$ cat src/rtl/dp_controller_pkg.sv
// Shared definitions for the dp_controller sequencer: FSM states,
// instruction field positions and ALUControl op codes.
package dp_controller_pkg;

  typedef enum logic [2:0] {
    ST_IDLE  = 3'd0,
    ST_FETCH = 3'd1,
    ST_EXEC  = 3'd2,
    ST_WRITE = 3'd3,
    ST_DONE  = 3'd4
  } state_t;

  localparam int HALT_BIT = 9;
  localparam int OP_MSB   = 8;
  localparam int OP_LSB   = 6;
  localparam int A1_MSB   = 5;
  localparam int A1_LSB   = 4;
  localparam int A2_MSB   = 3;
  localparam int A2_LSB   = 2;
  localparam int A3_MSB   = 1;
  localparam int A3_LSB   = 0;

  // Op codes follow the attached ALU's decode table.
  localparam logic [2:0] ALU_PASS = 3'b000;
  localparam logic [2:0] ALU_OR   = 3'b011;
  localparam logic [2:0] ALU_AND  = 3'b010;
  localparam logic [2:0] ALU_ADD  = 3'b100;
  localparam logic [2:0] ALU_SUB  = 3'b101;
  localparam logic [2:0] ALU_XOR  = 3'b110;
  localparam logic [2:0] ALU_SLT  = 3'b111;

  function automatic logic [9:0] mk_instr(input logic       halt,
                                          input logic [2:0] op,
                                          input logic [1:0] a1,
                                          input logic [1:0] a2,
                                          input logic [1:0] a3);
    return {halt, op, a1, a2, a3};
  endfunction

endpackage

$ cat src/rtl/dp_controller_prog_mem.sv
// Instruction store for dp_controller: synchronous write, combinational read,
// contents deliberately untouched by reset.
module dp_prog_mem #(
  parameter int DEPTH = 16,
  parameter int IW    = 10
) (
  input  logic                     clk,
  input  logic                     i_we,
  input  logic [$clog2(DEPTH)-1:0] i_waddr,
  input  logic [IW-1:0]            i_wdata,
  input  logic [$clog2(DEPTH)-1:0] i_raddr,
  output logic [IW-1:0]            o_rdata
);

  logic [IW-1:0] r_mem [DEPTH];

  always_ff @(posedge clk) begin
    if (i_we) r_mem[i_waddr] <= i_wdata;
  end

  assign o_rdata = r_mem[i_raddr];

endmodule

$ cat src/rtl/dp_controller.sv
// Micro-sequencer driving a register-file/ALU datapath: FETCH/EXEC/WRITE per
// instruction. Optional OVERFLOW_TRAP_EN aborts the program on ALU overflow.
module dp_controller
  import dp_controller_pkg::*;
#(
  parameter int PROG_DEPTH = 16,
  parameter int IW         = 10
) (
  input  logic                          clk,
  input  logic                          rst,
  input  logic                          start,
  output logic                          busy,
  output logic                          done,
  output logic                          err,
  input  logic                          prog_we,
  input  logic [$clog2(PROG_DEPTH)-1:0] prog_addr,
  input  logic [IW-1:0]                 prog_data,
  output logic                          wr,
  output logic [2:0]                    ALUControl,
  output logic [1:0]                    addr1,
  output logic [1:0]                    addr2,
  output logic [1:0]                    addr3,
  input  logic                          Zero,
  input  logic                          Overflow,
  output logic [7:0]                    instr_count,
  output logic                          last_zero
);

  localparam int AW = $clog2(PROG_DEPTH);

  state_t        r_state;
  state_t        w_next;
  logic [AW-1:0] r_pc;
  logic [IW-1:0] r_ir;
  logic [IW-1:0] w_fetch;
  logic [7:0]    r_count;
  logic          r_last_zero;
  logic [2:0]    r_hold_op;
  logic [1:0]    r_hold_a1;
  logic [1:0]    r_hold_a2;
  logic [1:0]    r_hold_a3;
  logic          w_mem_we;
  logic          w_trap;
  logic          w_live;

  assign w_mem_we = prog_we && (r_state == ST_IDLE);

  dp_prog_mem #(
    .DEPTH (PROG_DEPTH),
    .IW    (IW)
  ) u_prog_mem (
    .clk     (clk),
    .i_we    (w_mem_we),
    .i_waddr (prog_addr),
    .i_wdata (prog_data),
    .i_raddr (r_pc),
    .o_rdata (w_fetch)
  );

`ifdef OVERFLOW_TRAP_EN
  logic r_err;

  assign w_trap = Overflow;

  always_ff @(posedge clk) begin
    if (rst) begin
      r_err <= 1'b0;
    end else if ((r_state == ST_IDLE) && start) begin
      r_err <= 1'b0;
    end else if ((r_state == ST_EXEC) && Overflow) begin
      r_err <= 1'b1;
    end
  end

  assign err = r_err;
`else
  assign w_trap = 1'b0 & Overflow;
  assign err    = 1'b0;
`endif

  always_comb begin
    w_next = r_state;
    case (r_state)
      ST_IDLE:  if (start) w_next = ST_FETCH;
      ST_FETCH: w_next = w_fetch[HALT_BIT] ? ST_DONE : ST_EXEC;
      ST_EXEC:  w_next = w_trap ? ST_DONE : ST_WRITE;
      ST_WRITE: w_next = (r_pc == AW'(PROG_DEPTH - 1)) ? ST_DONE : ST_FETCH;
      ST_DONE:  w_next = ST_IDLE;
      default:  w_next = ST_IDLE;
    endcase
  end

  always_ff @(posedge clk) begin
    if (rst) begin
      r_state     <= ST_IDLE;
      r_pc        <= '0;
      r_ir        <= '0;
      r_count     <= '0;
      r_last_zero <= 1'b0;
      r_hold_op   <= '0;
      r_hold_a1   <= '0;
      r_hold_a2   <= '0;
      r_hold_a3   <= '0;
    end else begin
      r_state <= w_next;
      case (r_state)
        ST_IDLE: begin
          if (start) begin
            r_pc    <= '0;
            r_count <= '0;
          end
        end
        ST_FETCH: r_ir <= w_fetch;
        ST_EXEC: begin
          r_last_zero <= Zero;
          // Snapshot the live fields so they persist once ir is refetched.
          r_hold_op   <= r_ir[OP_MSB:OP_LSB];
          r_hold_a1   <= r_ir[A1_MSB:A1_LSB];
          r_hold_a2   <= r_ir[A2_MSB:A2_LSB];
          r_hold_a3   <= r_ir[A3_MSB:A3_LSB];
        end
        ST_WRITE: begin
          r_pc <= r_pc + AW'(1);
          if (r_count != 8'hFF) r_count <= r_count + 8'd1;
        end
        default: ;
      endcase
    end
  end

  // A halt word in ir never reaches EXEC, so fields only go live for real ops.
  assign w_live = ((r_state == ST_EXEC) || (r_state == ST_WRITE)) && !r_ir[HALT_BIT];

  assign ALUControl  = w_live ? r_ir[OP_MSB:OP_LSB] : r_hold_op;
  assign addr1       = w_live ? r_ir[A1_MSB:A1_LSB] : r_hold_a1;
  assign addr2       = w_live ? r_ir[A2_MSB:A2_LSB] : r_hold_a2;
  assign addr3       = w_live ? r_ir[A3_MSB:A3_LSB] : r_hold_a3;
  assign wr          = (r_state == ST_WRITE);
  assign busy        = (r_state == ST_FETCH) || (r_state == ST_EXEC) || (r_state == ST_WRITE);
  assign done        = (r_state == ST_DONE);
  assign instr_count = r_count;
  assign last_zero   = r_last_zero;

endmodule

$ cat config.mk
export PLATFORM = sky130hd
export DESIGN_NAME = dp_controller
export DESIGN_NICKNAME = d
export VERILOG_FILES = /design/src/rtl/dp_controller_pkg.sv /design/src/rtl/dp_controller_prog_mem.sv /design/src/rtl/dp_controller.sv
export SDC_FILE = /design/constraint.sdc
export NUM_CORES = 1
export LEC_CHECK = 0
export BUFFER_PORTS_ARGS = -buffer_cell sky130_fd_sc_hd__buf_2
export CAP_MARGIN = 30
export CORE_ASPECT_RATIO = 0.5
export CORE_UTILIZATION = 55
export DETAILED_ROUTE_END_ITERATION = 12
export PLACE_DENSITY_LB_ADDON = 0.05
export SLEW_MARGIN = 20
export SYNTH_ARGS = -nofsm -noshare
export SYNTH_HDL_FRONTEND = slang
export SYNTH_SLANG_ARGS = --single-unit
$ cat constraint.sdc
create_clock -name clk -period 6.9 [get_ports clk]
set_input_delay 1.035 -clock clk [delete_from_list [all_inputs] [get_ports clk]]
set_output_delay 1.035 -clock clk [all_outputs]
set_load 0.005 [all_outputs]
==> impl_results.md <==
* Initial antenna violation count at 0
* CTS tree: built
* Iter 0 DRT Violations at 368
* Static Leak at 2.86 nW
* Yosys warns at 0
* Total GRT Usage at 0.227
* Largest net degree at the start of global routing at 41
* Layout fillers at 954
* Clk slew on worst S/H paths at 0.07 ns
* Crit path launch type: flip-flop
* CP Data Required Time at 5.86 ns
* Skew-Pair Late Insertion Delay at 0.43 ns
* #FFs+latches synth at 199
* RSZ-0062 raised after global routing: no
* Post-Syn Area at 7820 sq um
* Setup Buffers After CTS at 0
* PD cells at 260 nW/um^2
* Headroom to the max-slew limit at 0.462
* Final period util at 0.487
* Synth Instances at 452
* Ratio of cells with drive above 1 in the final layout at 0.271
* Detailed-route wire length at 15500 microns
* Count leader, synth: edfxtp_1
* Comb pwr share at 0.032
* Psw at 0.000497 W
* Cell row count at 30
* Net Sw Frac at 0.216
* Via density at 5.88
* Synth top area cells: edfxtp_1 61%, mux4_2 12%, dfxtp_1 10%
* DPL Wire Length at 10100 microns
* Setup crit end kind: primary output
* PortBufs at 39
* DRT antenna net count at 0
* Critical Path AT at 2.32 ns
* Die Y at 86.3 microns
* Tightest Hold Check Type: flip-flop to flip-flop
* Area share of the largest cell type after synthesis at 0.615
* Ports at 42
* Maximum VDD drop at 0.166 mV
* # DRC at 0
* Final std cells w/o fill at 709
* Status: finished clean
* Clock network fraction of design power at 0.394
* Starting Density at 0.571
* GP Congestion at 0.843
* Syn Area/Cell at 17.3 sq um
* Clk sink count at 199
* Register area share after synthesis at 0.715
* Number of global-route vias before repair at 4100
* Fin crit period at 3.36 ns
* WL/cell at 21.9 microns
* Top_reg_cell synth: edfxtp_1
* Max Clock Skew at 0.0206 ns
* Clock Tree Buf Depth at 2
* Fin. Hold Viols at 0
* Synth unique cells at 43
* Largest area contributor in the netlist: edfxtp_1
* Final #Nets at 526
* Worst-path fanout max at 14
* Worst-Margin Slew at 0.796 ns
* Area Growth Syn to Fin at 13.1%
* Final slew viol count at 0
* Drt first pass iters at 5
* Global-route wire length before repair at 23400 microns
* H-tree levels at 4
* Critical path type: flip-flop to primary output
* P_int at 0.00181 W
* Max frequency at 298 MHz
* Vias post-DR at 4171
* Syn_nets at 474
* Num CTS Buffers at 17
* Diodes inserted at 0
* Core box area at 13700 sq um
* Setup_tns at 0 ns
* CTS Root Cell: clkbuf_16
* Cts hold-fix bufs at 0
* Post-CTS resize count at 0
* Number of synthesized flops with an enable pin at 160
* Max Cap Viol at 0
* Dpl cells at 670
* Setup-failing EPs final at 0
* Ys async rst share at 0
* Top cells by count, synth: 160 x edfxtp_1, 40 x mux4_2, 39 x dfxtp_1, 31 x nand2_1, 23 x mux2i_1
* Die area at 14700 sq um
* Die X at 171 microns
* Sequential power share at 0.574
* Total global routing overflow at 0
[per-layer routing]
layer / vias to the layer above / GRT usage / share of wire
li1: 1910 / - / -
met5: - / 0 / 0
met4: 0 / 0.0500 / 0.0072
met1: 2101 / 0.318 / 0.45
met3: 13 / 0.0689 / 0.071
met2: 147 / 0.358 / 0.47
[stage by stage]
stage / worst slack (ns) / hold WS (ns) / total power (W) / utilization / cell area, sq um
finish: 3.54 / 0.458 / 0.00230 / 0.645 / 8840
detailed placement: 4.01 / 0.447 / 0.00142 / 0.602 / 8240
CTS: 3.55 / 0.457 / 0.00232 / 0.641 / 8780
global route: 3.42 / 0.487 / 0.00238 / 0.645 / 8840
global placement: 3.79 / 0.438 / 0.00141 / 0.599 / 8200
floorplan: 4.31 / 0.434 / 0.00138 / - / 7820
[layout by cell type, fill, tap and decap left out, types with 3 or more instances in the layout]
cell type / count
inv_6: 5
a21oi_1: 19
dfxtp_1: 38
clkbuf_16: 17
clkinv_1: 3
edfxtp_1: 160
mux2_2: 9
o21ai_0: 3
buf_6: 3
mux4_2: 40
nor3_1: 9
nand3_1: 8
or3_1: 6
buf_4: 14
o31ai_1: 3
nor2_1: 18
mux2i_1: 23
inv_1: 3
o221ai_1: 9
nand2_1: 31
nand3b_1: 13
buf_2: 40
clkinv_4: 4
[final timing paths]
path	cells after the start	endpoint	slack (ns)	start
min	2	r_hold_a2[0]	0.46	r_hold_a2[0]
max reg2reg	5	u_prog_mem.r_mem[4][1]	4.30	r_state[2]
min reg2reg	2	r_hold_a2[0]	0.46	r_hold_a2[0]
max	4	ALUControl[0]	3.54	r_state[1]
[cell families after synthesis]
kind of cell,Yosys count,synth area share
DFF,199,0.715
and+or+nand+nor,107,0.0725
muxes,72,0.158
AOI/OAI and AO/OA,43,0.0360
buffers and inverters,27,0.0144
adders and majority gates,2,0.00320
other,1,0.000480
xor gates and xnor gates,1,0.00112
[flip-flops by register name, indices dropped and copies added (netlist names), named ones only]
register	cells
r_hold_a2	2
r_hold_op	3
r_hold_a3	2
r_hold_a1	2
u_prog_mem.r_mem	160
r_ir	10
r_state	3
r_pc	4
instr_count	8
last_zero	1
[final cells by class]
class / instances / area, sq um / share of cell area
flip-flops and latches: 199 / 5590 / 0.632
clock inverters: 14 / 113 / 0.0127
multi-input cells: 226 / 2120 / 0.240
clock buffers: 18 / 429 / 0.0485
repair buffers: 57 / 339 / 0.0383
inverters: 3 / 11.3 / 0.00127
well taps: 192 / 240 / 0.0272
[power by group through the flow]
stage               Combinational [W]  Sequential [W]  Clock (W)
floorplan                   0.0000405         0.00134          0
finish                      0.0000729         0.00132   0.000908
detailed placement          0.0000711         0.00135          0
CTS                         0.0000716         0.00132   0.000924
global route                0.0000809         0.00132   0.000972
global placement            0.0000659         0.00135          0
[worst max-delay path, stage by stage, from the launching register on]
cell	delay (ns)
dfxtp_1	0.56
nor3b_1	0.54
buf_2	0.29
mux2_2	0.37
buf_2	0.13
Note: power is estimated with default switching activity, not from simulation.
